## config.mk

```make
export PLATFORM = sky130hd
export DESIGN_NAME = instr_buffer
export DESIGN_NICKNAME = d
export VERILOG_FILES = /design/src/rtl/instr_buffer_pkg.sv /design/src/rtl/instr_buffer_mem.sv /design/src/rtl/instr_buffer.sv
export SDC_FILE = /design/constraint.sdc
export NUM_CORES = 1
export LEC_CHECK = 0
export CORE_ASPECT_RATIO = 0.9
export CORE_UTILIZATION = 30
export DETAILED_ROUTE_END_ITERATION = 10
export MAX_ROUTING_LAYER = met4
export PLACE_DENSITY_LB_ADDON = 0.05
export REMOVE_ABC_BUFFERS = 1
export SYNTH_ARGS = -nofsm -noshare
export SYNTH_HDL_FRONTEND = slang
export SYNTH_SLANG_ARGS = --single-unit
```

## constraint.sdc

```tcl
create_clock -name clk -period 9.6 [get_ports clk]
set_input_delay 1.92 -clock clk [delete_from_list [all_inputs] [get_ports clk]]
set_output_delay 1.92 -clock clk [all_outputs]
set_load 0.02 [all_outputs]
```

## src/rtl/instr_buffer_pkg.sv

```systemverilog
// ----------------------------------------------------------------------------
// instr_buffer_pkg
//   Types and constants shared by the fetch/predecode side (IF2), the
//   instruction buffer and the decode stage (ID).
//   - ib_entry_t : one queued instruction {pc, instr, pred_taken, pred_target}
//   - RESET_PC   : architectural PC after reset
//   - IB_DEPTH / IB_SKID : default buffer geometry
// ----------------------------------------------------------------------------
package instr_buffer_pkg;

   localparam logic [31:0] RESET_PC = 32'h1c00_0000;

   localparam int IB_DEPTH = 8;
   localparam int IB_SKID  = 2;

   typedef struct packed {
      logic [31:0] pc;
      logic [31:0] instr;
      logic        pred_taken;
      logic [31:0] pred_target;
   } ib_entry_t;

   localparam int IB_ENTRY_W = $bits(ib_entry_t);

endpackage : instr_buffer_pkg

```

## src/rtl/instr_buffer_mem.sv

```systemverilog
// ----------------------------------------------------------------------------
// instr_buffer_mem (ib_mem)
//   Entry storage for the instruction buffer: DEPTH x W register array with
//   one synchronous write port and one asynchronous read port.
//   Contents are not reset; validity is tracked by the buffer's pointers.
//   Ports:
//     clk      in  clock
//     i_we     in  write enable
//     i_waddr  in  write index
//     i_wdata  in  write data (packed ib_entry_t)
//     i_raddr  in  read index
//     o_rdata  out read data, combinational from i_raddr
// ----------------------------------------------------------------------------
module instr_buffer_mem #(
   parameter int DEPTH = 8,
   parameter int W     = 97,
   parameter int IDX_W = $clog2(DEPTH)
) (
   input  logic             clk,
   input  logic             i_we,
   input  logic [IDX_W-1:0] i_waddr,
   input  logic [W-1:0]     i_wdata,
   input  logic [IDX_W-1:0] i_raddr,
   output logic [W-1:0]     o_rdata
);

   logic [W-1:0] r_mem [DEPTH];

   always_ff @(posedge clk) begin
      if (i_we) begin
         r_mem[i_waddr] <= i_wdata;
      end
   end

   assign o_rdata = r_mem[i_raddr];

endmodule : instr_buffer_mem

```

## src/rtl/instr_buffer.sv

```systemverilog
// ----------------------------------------------------------------------------
// instr_buffer
//   In-order instruction queue between fetch/predecode and decode.
//   Single push / single pop per cycle, show-ahead head, flushed in one edge
//   by the EX-stage branch redirect.
//   Ports:
//     clk, rstn                   clock, async active-low reset
//     EX_BR                       redirect: empty the buffer at the next edge
//     push_valid, push_*          entry offered by the fetch side
//     id_ready                    decode consumes the head when dout_valid
//     dout_valid, dout_*          head entry
//     stall_full_instr            count >= DEPTH-SKID; IF1 holds its PC
//     overflow_err                sticky: push seen while the buffer was full
//   Handshake: a push is taken on an edge where push_valid=1, EX_BR=0 and the
//   registered count is below DEPTH (a same-cycle pop does not make room).
//   A pop happens on an edge where dout_valid=1 and id_ready=1. The head
//   stays stable while dout_valid=1 and id_ready=0.
// ----------------------------------------------------------------------------
module instr_buffer
   import instr_buffer_pkg::*;
#(
   parameter int DEPTH = IB_DEPTH,
   parameter int SKID  = IB_SKID
) (
   input  logic        clk,
   input  logic        rstn,
   input  logic        EX_BR,
   input  logic        push_valid,
   input  logic [31:0] push_pc,
   input  logic [31:0] push_instr,
   input  logic        push_pred_taken,
   input  logic [31:0] push_pred_target,
   input  logic        id_ready,
   output logic        dout_valid,
   output logic [31:0] dout_pc,
   output logic [31:0] dout_instr,
   output logic        dout_pred_taken,
   output logic [31:0] dout_pred_target,
   output logic        stall_full_instr,
   output logic        overflow_err
);

   localparam int IDX_W = $clog2(DEPTH);
   localparam int PTR_W = IDX_W + 1;

   localparam logic [PTR_W-1:0] C_ONE   = {{(PTR_W-1){1'b0}}, 1'b1};
   localparam logic [PTR_W-1:0] C_DEPTH = PTR_W'(DEPTH);
   localparam logic [PTR_W-1:0] C_STALL = PTR_W'(DEPTH - SKID);

   // Pointers carry a wrap bit above the index so full/empty are unambiguous.
   logic [PTR_W-1:0] r_wr_ptr;
   logic [PTR_W-1:0] r_rd_ptr;
   logic [PTR_W-1:0] r_count;
   logic             r_overflow;

   logic [PTR_W-1:0] w_wr_ptr_nxt;
   logic [PTR_W-1:0] w_rd_ptr_nxt;
   logic [PTR_W-1:0] w_count_nxt;
   logic             w_full;
   logic             w_push;
   logic             w_pop;
   logic             w_drop;
   logic             w_dout_valid;
   ib_entry_t        w_wr_entry;
   ib_entry_t        w_rd_entry;
   logic [IB_ENTRY_W-1:0] w_rd_bits;

   assign w_full = (r_wr_ptr[IDX_W-1:0] == r_rd_ptr[IDX_W-1:0]) &&
                   (r_wr_ptr[IDX_W]     != r_rd_ptr[IDX_W]);

   assign w_dout_valid = (r_count != '0) & ~EX_BR;
   assign w_push       = push_valid & ~EX_BR & (r_count < C_DEPTH);
   assign w_pop        = w_dout_valid & id_ready;
   // A push against a full buffer means the stall came too late for the
   // fetches in flight; the entry is lost and this is flagged for debug.
   assign w_drop       = push_valid & ~EX_BR & w_full;

   always_comb begin
      w_wr_ptr_nxt = r_wr_ptr;
      w_rd_ptr_nxt = r_rd_ptr;
      w_count_nxt  = r_count;
      if (EX_BR) begin
         w_wr_ptr_nxt = '0;
         w_rd_ptr_nxt = '0;
         w_count_nxt  = '0;
      end else begin
         if (w_push) begin
            w_wr_ptr_nxt = r_wr_ptr + C_ONE;
         end
         if (w_pop) begin
            w_rd_ptr_nxt = r_rd_ptr + C_ONE;
         end
         case ({w_push, w_pop})
            2'b10:   w_count_nxt = r_count + C_ONE;
            2'b01:   w_count_nxt = r_count - C_ONE;
            default: w_count_nxt = r_count;
         endcase
      end
   end

   always_ff @(posedge clk or negedge rstn) begin
      if (!rstn) begin
         r_wr_ptr   <= '0;
         r_rd_ptr   <= '0;
         r_count    <= '0;
         r_overflow <= 1'b0;
      end else begin
         r_wr_ptr <= w_wr_ptr_nxt;
         r_rd_ptr <= w_rd_ptr_nxt;
         r_count  <= w_count_nxt;
         if (w_drop) begin
            r_overflow <= 1'b1;
         end
      end
   end

   always_comb begin
      w_wr_entry             = '0;
      w_wr_entry.pc          = push_pc;
      w_wr_entry.instr       = push_instr;
      w_wr_entry.pred_taken  = push_pred_taken;
      w_wr_entry.pred_target = push_pred_target;
   end

   instr_buffer_mem #(
      .DEPTH (DEPTH),
      .W     (IB_ENTRY_W)
   ) u_ib_mem (
      .clk     (clk),
      .i_we    (w_push),
      .i_waddr (r_wr_ptr[IDX_W-1:0]),
      .i_wdata (w_wr_entry),
      .i_raddr (r_rd_ptr[IDX_W-1:0]),
      .o_rdata (w_rd_bits)
   );

   assign w_rd_entry = ib_entry_t'(w_rd_bits);

   assign dout_valid       = w_dout_valid;
   assign dout_pc          = w_rd_entry.pc;
   assign dout_instr       = w_rd_entry.instr;
   assign dout_pred_taken  = w_rd_entry.pred_taken;
   assign dout_pred_target = w_rd_entry.pred_target;
   assign stall_full_instr = (r_count >= C_STALL);
   assign overflow_err     = r_overflow;

endmodule : instr_buffer

```

# --- After elaboration in Yosys (flattened, before gate mapping) ---
# Memories as Yosys holds them, arrays and structs flattened.
# Cells that the tools add are included.
totals:
  regBits: 13
  ram_bits: 776
  in_bits: 102
  out_inout_bits: 100
  wordCells: 34
  mem_count: 1
memory_table:
  columns: ["name", "depth", "word_bits", "rd", "rd_clocked_by_memory_dff", "wr", "line", "rtl"]
  rows:
  - ["u_ib_mem.r_mem", 8, 97, 1, 0, 1, "instr_buffer_mem.sv:27", "logic [W-1:0] r_mem [DEPTH];"]
classes:
  add_sub_neg: 4
  n_lt_le_gt_ge: 2
  eq_ne: 4
  mux: 8
  bitwise_logic: 6
  reduce_logical: 5
op_table:
  columns: ["op", "n"]
  rows:
  - ["two-way mux 4 bit", 5]
  - ["adder 4 x 1 -> 4 bit (second input constant)", 3]
  - ["case mux 4 bit (2 select lines)", 1]
  - ["AND 1 bit", 5]
  - [">= comparator 4 x 3 -> 1 bit (second input constant)", 1]
  - ["less-than comparator 4 bit (second input constant)", 1]
  - ["nonzero test 2 bit", 2]
  - ["nonzero test 4 bit", 1]
  - ["subtractor 4 x 1 -> 4 bit (second input constant)", 1]
  - ["== test 3 bit", 1]
  - ["nonzero test 3 bit", 1]
  - ["== test 2 x 1 -> 1 bit (second input constant)", 1]
  - ["== test 2 bit (second input constant)", 1]
  - ["two-way mux 1 bit", 2]
  - ["logical AND 1 bit", 1]
  - ["!= test 1 bit", 1]
  - ["NOT 1 bit", 1]

# --- Depth between registers and ports, before layout ---
# Gate-level depths: netlist (run 1).
logic_depth:
  depth_word: 6
  depth_mapped: 8
  ltp_nobuf: 6

# --- By module ---
# A second synthesis (run 1) with hierarchy kept.
hier_totals:
  hier_cells: 1214
  hier_area_um2: 30020.0
modules_own_cells:
  columns: ["mod", "n_inst", "cells_per_inst", "area_per_inst_um2", "seq_area_each_um2"]
  rows:
  - ["instr_buffer_mem", 1, 1135, 29180.5, 23302.3]
  - ["instr_buffer", 1, 79, 839.6, 325.3]

# --- Least setup slack after synthesis (run 1) ---
# Ideal clock, no wire load.
synth_path:
  path_kind: "input -> register"
  from: "input EX_BR"
  to: "memory u_ib_mem.r_mem[0][0] (enable)"
  arrival_time_ps: 9221
  path_slack_ps: -292
  stages: 2
  n_path_buf: 0
  path_cell_list: "or4b_2 > nor3_1"
synth_between:
  elab_chain_len: 5
synth_lines:
  columns: ["element", "line", "rtl"]
  rows:
  - ["from (decl)", "instr_buffer.sv:27", "input logic EX_BR,"]
  - ["NOT 1 bit", "instr_buffer.sv:72", "assign w_push = push_valid & ~EX_BR & (r_count < C_DEPTH);"]
  - ["AND 1 bit (2 in series)", "instr_buffer.sv:72", null]
  - ["two-way mux 1 bit", "instr_buffer_mem.sv:30", "if (i_we) begin"]
  - ["two-way mux 1 bit (implied by the code)", "instr_buffer_mem.sv:31", "r_mem[i_waddr] <= i_wdata;"]
  - ["to (decl)", "instr_buffer_mem.sv:27", null]
# No other way between the ends.

# --- Worst setup path after layout (run 1) ---
layout_path:
  from: "register r_rd_ptr[0]"
  to: "output dout_pred_target[26]"
layout_between:
  elab_chain_len: 1
layout_lines:
  columns: ["element", "line", "rtl"]
  rows:
  - ["from (decl)", "instr_buffer.sv:52", "logic [PTR_W-1:0] r_rd_ptr;"]
  - ["from (signal assigned)", "instr_buffer.sv:109", "r_rd_ptr <= w_rd_ptr_nxt;"]
  - ["memory (8 x 97 bit)", null, null]
  - ["to (decl)", "instr_buffer.sv:38", "output logic [31:0] dout_pred_target,"]
# No other way between the ends.

==> metrics.md, run 1 <==
| Metric | Value |
|---|---|
| Placement Setup Slack | 3.925 ns |
| Largest area contributor in the netlist | edfxtp_1 |
| CTS tree | yes |
| DP HPWL | 36210 µm |
| RSZ-0062 raised after global routing | no |
| GP Congestion | 0.6782 |
| Post-route clock period utilization | 59.07% |
| Clock transition at path regs | 0.06 ns |
| Ports | 202 |
| Mux cell area share after synthesis | 18.40% |
| Commonest non-fill, non-tap cell in the layout | edfxtp_1 |
| Largest net degree at the start of global routing | 128 |
| Metal1 wirelength | 31380 µm |
| Slew Limit Fails | 0 |
| Gr ovfl total | 0 |
| Cell area power density | 256.7 nW/µm² |
| Vias after detailed routing | 13.09k |
| Highest metal used | met4 |
| Clk buf depth | 3 |
| Commonest non-fill, non-tap cells in the layout | 776 x edfxtp_1, 201 x clkdlybuf4s50_1, 194 x mux4_2 |
| Setup Crit Path Kind | flop to output pin |
| Measured slew at the worst slew-check pin | 1.011 ns |
| Core ar. | 98600 µm² |
| Setup Fix Bufs, Post-CTS | 0 |
| Max-cap violations | 0 |
| Post-synthesis simple-gate area fraction | 0.6514% |
| CP Capture Type | output pin |
| Share of cells above drive strength 1 | 29.62% |
| Synthesized flop and latch total | 789 |
| WP data required | 7.68 ns |
| Synth Area in Compound Gates | 0.3758% |
| Nets | 1572 |
| Global-route wire length before repair | 103400 µm |
| Leakage | 11.10 nW |
| Most used DFF post-synth | edfxtp_1 |
| Via density | 4.556 |
| Root buffer cell | clkbuf_16 |
| Synth top area cells | edfxtp_1 78%, mux4_2 15%, mux2_2 3.6% |
| Cells after Synth | 1210 |
| Post_cts resized | 0 |
| Synth Area in Adders | 0.2338% |
| CTS Buf Count | 90 |
| Die H | 301.8 µm |
| Core Util, Final | 37.01% |
| Vias in the first global route | 14.64k |
| Post-Synth XOR/XNOR Area | 0.2631% |
| WL final | 70890 µm |
| Synth Warn # | 0 |
| Fin. Hold Viols | 0 |
| Yosys cell types | 34 |
| Clk sink count | 789 |
| Tot GR Track Use | 14.64% |
| Met2 WL | 34640 µm |
| Initial DRT Pass Iterations | 6 |
| FMAX | 176.3 MHz |
| WL met3 | 3345 µm |
| Worst min path class | flop to flop |
| Largest family of logic cells by synthesized area | multiplexers |
| Max-slew headroom | 32.59% |
| Final setup viols | 0 |
| Yosys top cell area share | 77.77% |
| Worst-Skew Late Latency | 0.63 ns |
| Critical Path AT | 3.75 ns |
| Area growth syn-to-layout | 21.80% |
| Hold buffer count at cts | 0 |
| Violation count after the first detailed-routing iteration | 644 |
| Post-synth ARST share | 1.648% |
| Die W | 335.1 µm |
| Worst VDD drop | 171.8 µV |
| Worst Setup Start Kind | flop |
| Status | completed |
| EDFF count, synth | 776 |
| Post-DRT Antenna Nets | 0 |
| Initial core utilization | 30.39% |
| Register area share after synthesis | 78.86% |
| Power after layout | 9.366 mW |
| DRC viols | 0 |
| Tmin final | 5.671 ns |
| Crit path max fanout | 79 |
| Drt wl/cell | 24.67 µm |
| FP Rows | 109 |
| Mapped Area | 29960 µm² |
| Final worst slack | 3.929 ns |
| CTS H-Tree Depth | 3 |
| Port Buffers | 201 |
| Final Skew | 0.02335 ns |
| Die ar. | 101100 µm² |
| Initial antenna violation count | 6 |
| Mean area per synthesized cell | 24.76 µm² |
critical path, cell delays in order (launching register included):
cell	delay [ns]
dfrtp_4	0.86
buf_12	0.61
mux4_2	0.60
mux2_2	0.32
clkdlybuf4s50_1	0.55
through the flow:
stage	hold slack (ns)	instance area, µm²	TNS [ns]	instances
global route	0.5468	36490	0	2873
finish	0.5239	36490	0	2873
global placement	0.5296	33590	0	2705
CTS	0.5310	36480	0	2868
detailed placement	0.5176	33590	0	2705
floorplan	0.5330	29600	-104.58	1150
layout make-up:
type	instances	area, µm²
Clock inverter	53	481.7
Antenna cell	5	12.51
Inverter	1	3.754
Multi-Input combinational cell	360	6026
Timing Repair Buffer	223	2252
Sequential cell	789	23640
Tap cell	1332	1667
Clock buffer	110	2412
Fill cell	8956	62110
metal layers:
metal | up-vias | global-route usage, %
met5 | - | -
met4 | 0 | 4.131
met3 | 105 | 3.295
met2 | 234 | 23.49
met1 | 7049 | 18.66
li1 | 5701 | -
report_power, final:
group	leakage, nW	switching [mW]	total [mW]	internal, mW
Clock	1.42	1.37	3.36	2.00
Combinational	2.50	0.967	2.01	1.05
Sequential	7.18	0.0856	3.99	3.90
Total	11.1	2.42	9.37	6.95
cells in the mapped netlist (all sizes together), types with 4 or more instances:
cell / count
edfxtp: 776
mux4: 194
mux2: 99
buf: 38
clkbuf: 22
nor2: 14
dfrtp: 13
a21oi: 5
xor2: 5
ha: 4
nand2b: 4
or3: 4
xnor2: 4
sequential cells by signal, indices dropped and copies added, names as in the netlist:
register        cells
r_count             4
u_ib_mem.r_mem    776
r_wr_ptr            4
r_rd_ptr            4
overflow_err        1
worst paths after layout:
path | slack (ns) | end | cells past startpoint | startpoint
max | 3.93 | dout_pred_target[26] | 4 | r_rd_ptr[0]
min | 0.52 | overflow_err | 1 | overflow_err
min in group asynchronous | 1.70 | r_count[2] | 1 | rstn
min reg2reg | 0.52 | overflow_err | 1 | overflow_err
max reg2reg | 6.38 | u_ib_mem.r_mem[4][27] | 3 | r_count[3]
max in group asynchronous | 7.39 | r_rd_ptr[2] | 1 | rstn
cell families (layout without fill, tap and decap cells):
group,Yosys count,count (layout)
muxes,296,296
and+or+nand+nor,36,36
AOI/OAI and AO/OA,14,14
DFF,789,789
adders and majority gates,5,5
other,0,5
buffers and inverters,61,387
xor gates and xnor gates,9,9
(Power assumes the default switching activity.)
==> run 2, diff against run 1 <==
==> constraint.sdc (replaced) <==
create_clock -name clk -period 5.59 [get_ports clk]
set_input_delay 1.118 -clock clk [delete_from_list [all_inputs] [get_ports clk]]
set_output_delay 1.118 -clock clk [all_outputs]
set_load 0.02 [all_outputs]
==> metrics.md, run 2 (synthesis results as in run 1) <==
| Metric | Value |
|---|---|
| Highest metal used | met4 |
| Root buffer cell | clkbuf_16 |
| Clk sink count | 789 |
| RR Endpoint | u_ib_mem.r_mem[6][13] |
| Post-route non-filler standard cell count | 2873 |
| Crit path max fanout | 35 |
| Clk buf depth | 3 |
| Measured slew at the worst slew-check pin | 0.9701 ns |
| Worst-Skew Late Latency | 0.63 ns |
| Worst VDD drop | 313.4 µV |
| DRC viols | 0 |
| Max-slew headroom | 35.33% |
| Tot GR Track Use | 14.31% |
| Worst r2r path cells | 3 |
| Initial core utilization | 30.39% |
| Hold Path Origin | overflow_err |
| Post-DRT Antenna Nets | 0 |
| Metal1 wirelength | 30660 µm |
| Combinational power share | 22.6% |
| Vias after detailed routing | 13.13k |
| Critical Path Source | r_rd_ptr[1] |
| Nets | 1576 |
| Fin. Hold Viols | 0 |
| Sw Ratio | 26.23% |
| R2R Path Start | r_count[3] |
| WP data required | 4.47 ns |
| Final Skew | 0.01395 ns |
| CTS Buf Count | 87 |
| Clock power frac | 33.6% |
| FP Rows | 109 |
| Worst Setup Start Kind | flop |
| P_int | 11.47 mW |
| RSZ-0062 raised after global routing | no |
| Share of cells above drive strength 1 | 28.89% |
| Commonest non-fill, non-tap cells in the layout | 776 x edfxtp_1, 201 x clkdlybuf4s50_1, 194 x mux4_2 |
| Area growth syn-to-layout | 21.31% |
| R2R Setup Slk | 2.97 ns |
| Critical Path AT | 3.28 ns |
| CP Capture Type | output pin |
| Die H | 301.8 µm |
| Gr ovfl total | 0 |
| Slew Limit Fails | 0 |
| Worst min path class | flop to flop |
| Flop pwr share | 43.7% |
| GP Congestion | 0.6810 |
| Setup Crit Path Kind | flop to output pin |
| CTS H-Tree Depth | 3 |
| Switching pwr | 4.080 mW |
| End point of the critical path | dout_pc[6] |
| Inst Count DP | 2712 |
| Initial DRT Pass Iterations | 4 |
| Register with the most flip-flops | u_ib_mem.r_mem |
| DP HPWL | 36640 µm |
| Max reg flops | 776 |
| Ports | 202 |
| Violation count after the first detailed-routing iteration | 906 |
| Initial antenna violation count | 4 |
| Post-route clock period utilization | 78.75% |
| Drt wl/cell | 24.06 µm |
| Hold buffer count at cts | 0 |
| Post_cts resized | 0 |
| Final setup viols | 0 |
| Die W | 335.1 µm |
| Met2 WL | 34260 µm |
| Via density | 4.571 |
| Power after layout | 15.55 mW |
| Commonest non-fill, non-tap cell in the layout | edfxtp_1 |
| Largest net degree at the start of global routing | 98 |
| FMAX | 227.2 MHz |
| CTS tree | yes |
| Vias in the first global route | 14.52k |
| Die ar. | 101100 µm² |
| Clock transition at path regs | 0.06 ns |
| Port Buffers | 201 |
| Core ar. | 98600 µm² |
| Setup Fix Bufs, Post-CTS | 0 |
| WL met3 | 2753 µm |
| Leakage | 11.00 nW |
| Global-route wire length before repair | 101500 µm |
| Status | completed |
| WL final | 69120 µm |
| Max-cap violations | 0 |
| Cell area power density | 427.9 nW/µm² |
| Tmin final | 4.402 ns |
-- run 2: cell count changes in the layout (fill, tap and decap cells not counted), sizes merged --
cell	delta
buf	+7
bufinv	-7
inv	+3
clkinv	-2
clkbuf	-1
clkinvlp	+1
diode	-1
-- run 2: worst max-delay path: stages, from the launching register on --
cell             delay, ns
dfrtp_4               0.84
buf_4                 0.47
mux4_2                0.36
mux2_2                0.34
clkdlybuf4s50_1       0.56
-- run 2: worst min-delay path by stage --
stage / to / slack [ns] / cells past startpoint
final: overflow_err / 0.51 / 1
after global routing: overflow_err / 0.54 / 1
after CTS: overflow_err / 0.52 / 1
after detailed placement: overflow_err / 0.51 / 1
after global placement: overflow_err / 0.51 / 1
after floorplan: r_rd_ptr[3] / 0.53 / 2
-- run 2: layout make-up --
| type | count | area [µm²] |
|---|---|---|
| Timing Repair Buffer | 230 | 2442 |
| Antenna cell | 4 | 10.01 |
| Fill cell | 9019 | 62250 |
| Clock inverter | 48 | 259.0 |
| Tap cell | 1332 | 1667 |
| Clock buffer | 109 | 2302 |
| Inverter | 1 | 3.754 |
| Sequential cell | 789 | 23640 |
| Multi-Input combinational cell | 360 | 6026 |
-- run 2: stage by stage --
step | util [%] | area, µm² | hold WS, ns | setup slack [ns] | TNS (ns)
finish | 36.86 | 36350 | 0.5105 | 1.188 | 0
global route | 36.86 | 36350 | 0.5400 | 1.049 | 0
CTS | 36.85 | 36340 | 0.5243 | 1.053 | 0
detailed placement | 34.26 | 33780 | 0.5112 | 1.569 | 0
global placement | 34.26 | 33780 | 0.5087 | 1.600 | 0
floorplan | - | 29600 | 0.5330 | -3.994 | -1414.33
-- run 2: power groups by stage --
stage	clock, mW	combinational, mW	sequential [mW]
final	5.23	3.52	6.80
after global routing	5.64	3.81	6.82
after CTS	5.43	3.67	6.80
after detailed placement	0	3.65	6.93
after global placement	0	3.67	6.92
after floorplan	0	2.15	7.22
-- run 2: routing by layer --
metal  GRT usage (%)  up-vias
li1                -     5715
met5               -        -
met2           23.12      230
met1           18.38     7096
met3           2.821       92
met4           3.979        0
==> run 3, diff against run 2 <==
==> constraint.sdc (replaced) <==
create_clock -name clk -period 3.7 [get_ports clk]
set_input_delay 0.74 -clock clk [delete_from_list [all_inputs] [get_ports clk]]
set_output_delay 0.74 -clock clk [all_outputs]
set_load 0.02 [all_outputs]
==> metrics.md, run 3 (synthesis results as in run 1) <==
| Metric | Value |
|---|---|
| Worst VDD drop | 415.7 µV |
| WL final | 72990 µm |
| GP Congestion | 0.6964 |
| Max-slew headroom | 54.52% |
| Max reg flops | 776 |
| Slew Limit Fails | 0 |
| Vias in the first global route | 14.94k |
| Worst Setup Start Kind | flop |
| WP data required | 2.96 ns |
| Violation count after the first detailed-routing iteration | 746 |
| Core ar. | 98600 µm² |
| Global-route wire length before repair | 106500 µm |
| Die H | 301.8 µm |
| Core Util, Final | 38.13% |
| Post-route clock period utilization | 95.53% |
| Filler cells | 8885 |
| Largest net degree at the start of global routing | 53 |
| Clk sink count | 789 |
| Post-DRT Antenna Nets | 0 |
| FMAX | 282.9 MHz |
| Worst-Skew Late Latency | 0.63 ns |
| Die W | 335.1 µm |
| Worst path max stage delay | 0.49 ns |
| Buf/Inv on CP | 3 |
| Measured slew at the worst slew-check pin | 0.6799 ns |
| R2R Setup Slk | 1.15 ns |
| Delay-heaviest family, CP | buffers and inverters |
| Root buffer cell | clkbuf_16 |
| Critical Path AT | 2.79 ns |
| RSZ-0062 raised after global routing | no |
| Gr ovfl total | 0 |
| Clk buf depth | 3 |
| Worst r2r path cells | 3 |
| Area of the multi-input gates | 6026 µm² |
| Hold path cells | 1 |
| CTS Buf Count | 90 |
| DP HPWL | 41690 µm |
| Vias after detailed routing | 13.48k |
| Initial antenna violation count | 8 |
| Commonest non-fill, non-tap cell in the layout | edfxtp_1 |
| Commonest non-fill, non-tap cells in the layout | 776 x edfxtp_1, 194 x mux4_2, 105 x clkdlybuf4s50_1 |
| Tmin final | 3.535 ns |
| CTS tree | yes |
| CTS H-Tree Depth | 3 |
| Via density | 4.571 |
| Setup_tns | 0 ns |
| Final Skew | 0.01130 ns |
| Critical Path Stages | 5 |
| DRC viols | 0 |
| Leakage | 11.83 nW |
| Share of cells above drive strength 1 | 32.30% |
| Nets | 1642 |
| Critical path, cell by cell | buf_16 -> bufbuf_16 -> mux4_2 -> mux2_2 -> dlygate4sd2_1 |
| Final setup viols | 0 |
| Tot GR Track Use | 15.15% |
| Power after layout | 24.51 mW |
| Port Buffers | 201 |
| Cell area power density | 651.9 nW/µm² |
| FP Rows | 109 |
| Setup Crit Path Kind | flop to output pin |
| Initial DRT Pass Iterations | 6 |
| Ports | 202 |
| Register with the most flip-flops | u_ib_mem.r_mem |
| Crit path max fanout | 16 |
| Clock transition at path regs | 0.06 ns |
| Max-cap violations | 0 |
| Fin. Hold Viols | 0 |
| Die ar. | 101100 µm² |
| Register Area | 23640 µm² |
| Status | completed |
| CP Capture Type | output pin |
| Initial core utilization | 30.39% |
| Drt wl/cell | 24.75 µm |
| Area growth syn-to-layout | 25.48% |
| Hold buffer count at cts | 0 |
| Crit-path slowest cell | dfrtp_4 |
| Worst min path class | flop to flop |
## run 3: cell types whose count changed in the layout (fill, tap and decap cells not counted), sizes merged
cell / before / now
bufinv: 1 / 7
dlymetal6s2s: 0 / 9
inv: 6 / 3
clkbuf: 109 / 113
clkinvlp: 3 / 4
clkinv: 39 / 38
bufbuf: 0 / 4
diode: 4 / 10
buf: 29 / 88
dlygate4sd2: 0 / 87
clkdlybuf4s50: 201 / 105
## run 3: per-stage QoR
stage                     cells  hold slack (ns)  area, µm²  setup WS, ns
final                      2949           0.5100      37600        0.1654
after global routing       2946           0.5339      37590       0.02450
after CTS                  2939           0.4886      37550      0.002425
after detailed placement   2758           0.5105      34500        0.3136
after global placement     2758           0.5125      34500        0.3141
after floorplan            1150           0.4444      29600        -5.506
## run 3: path summary, 6_finish.rpt
| check | from | to |
|---|---|---|
| worst max-delay path | r_rd_ptr[0] | dout_pred_target[18] |
| worst max register to register | r_count[3] | u_ib_mem.r_mem[0][39] |
| max in group asynchronous | rstn | r_rd_ptr[1] |
| min in group asynchronous | rstn | r_count[1] |
| worst min register to register | overflow_err | overflow_err |
| worst min-delay path | overflow_err | overflow_err |
## run 3: repair_timing
action,CTS,global route
cloned,4,0
pin swaps,0,0
setup endpoints to repair,81,9
gates resized for setup,99,10
buffers inserted,13,0
## run 3: power breakdown
group	switching (mW)	internal, mW
clock network	3.48	5.07
logic	2.73	2.98
registers	0.127	10.1
## run 3: layout make-up
cell class / count / share of cell area, %
multi-input combinational: 360 / 16.03
tap: 1332 / 4.433
clock buffer: 113 / 6.390
timing repair buffer: 293 / 9.069
inverter: 1 / 0.009984
clock inverter: 51 / 1.131
antenna: 10 / 0.06656
sequential: 789 / 62.87
## run 3: layer usage
| layer | vias to the layer above | track usage, % | part of all wire (%) |
|---|---|---|---|
| met2 | 244 | 24.18 | 49 |
| met3 | 103 | 3.051 | 4.1 |
| met4 | 0 | 3.914 | 1.9 |
| li1 | 5887 | - | - |
| met5 | - | - | 0 |
| met1 | 7247 | 19.79 | 45 |
## run 3: worst reg2reg max path, delay by kind of cell, from the launching register on
kind	cells	cell delay (ns)
simple gates	2	1.21
buf+inv	1	0.40
flops	1	0.50
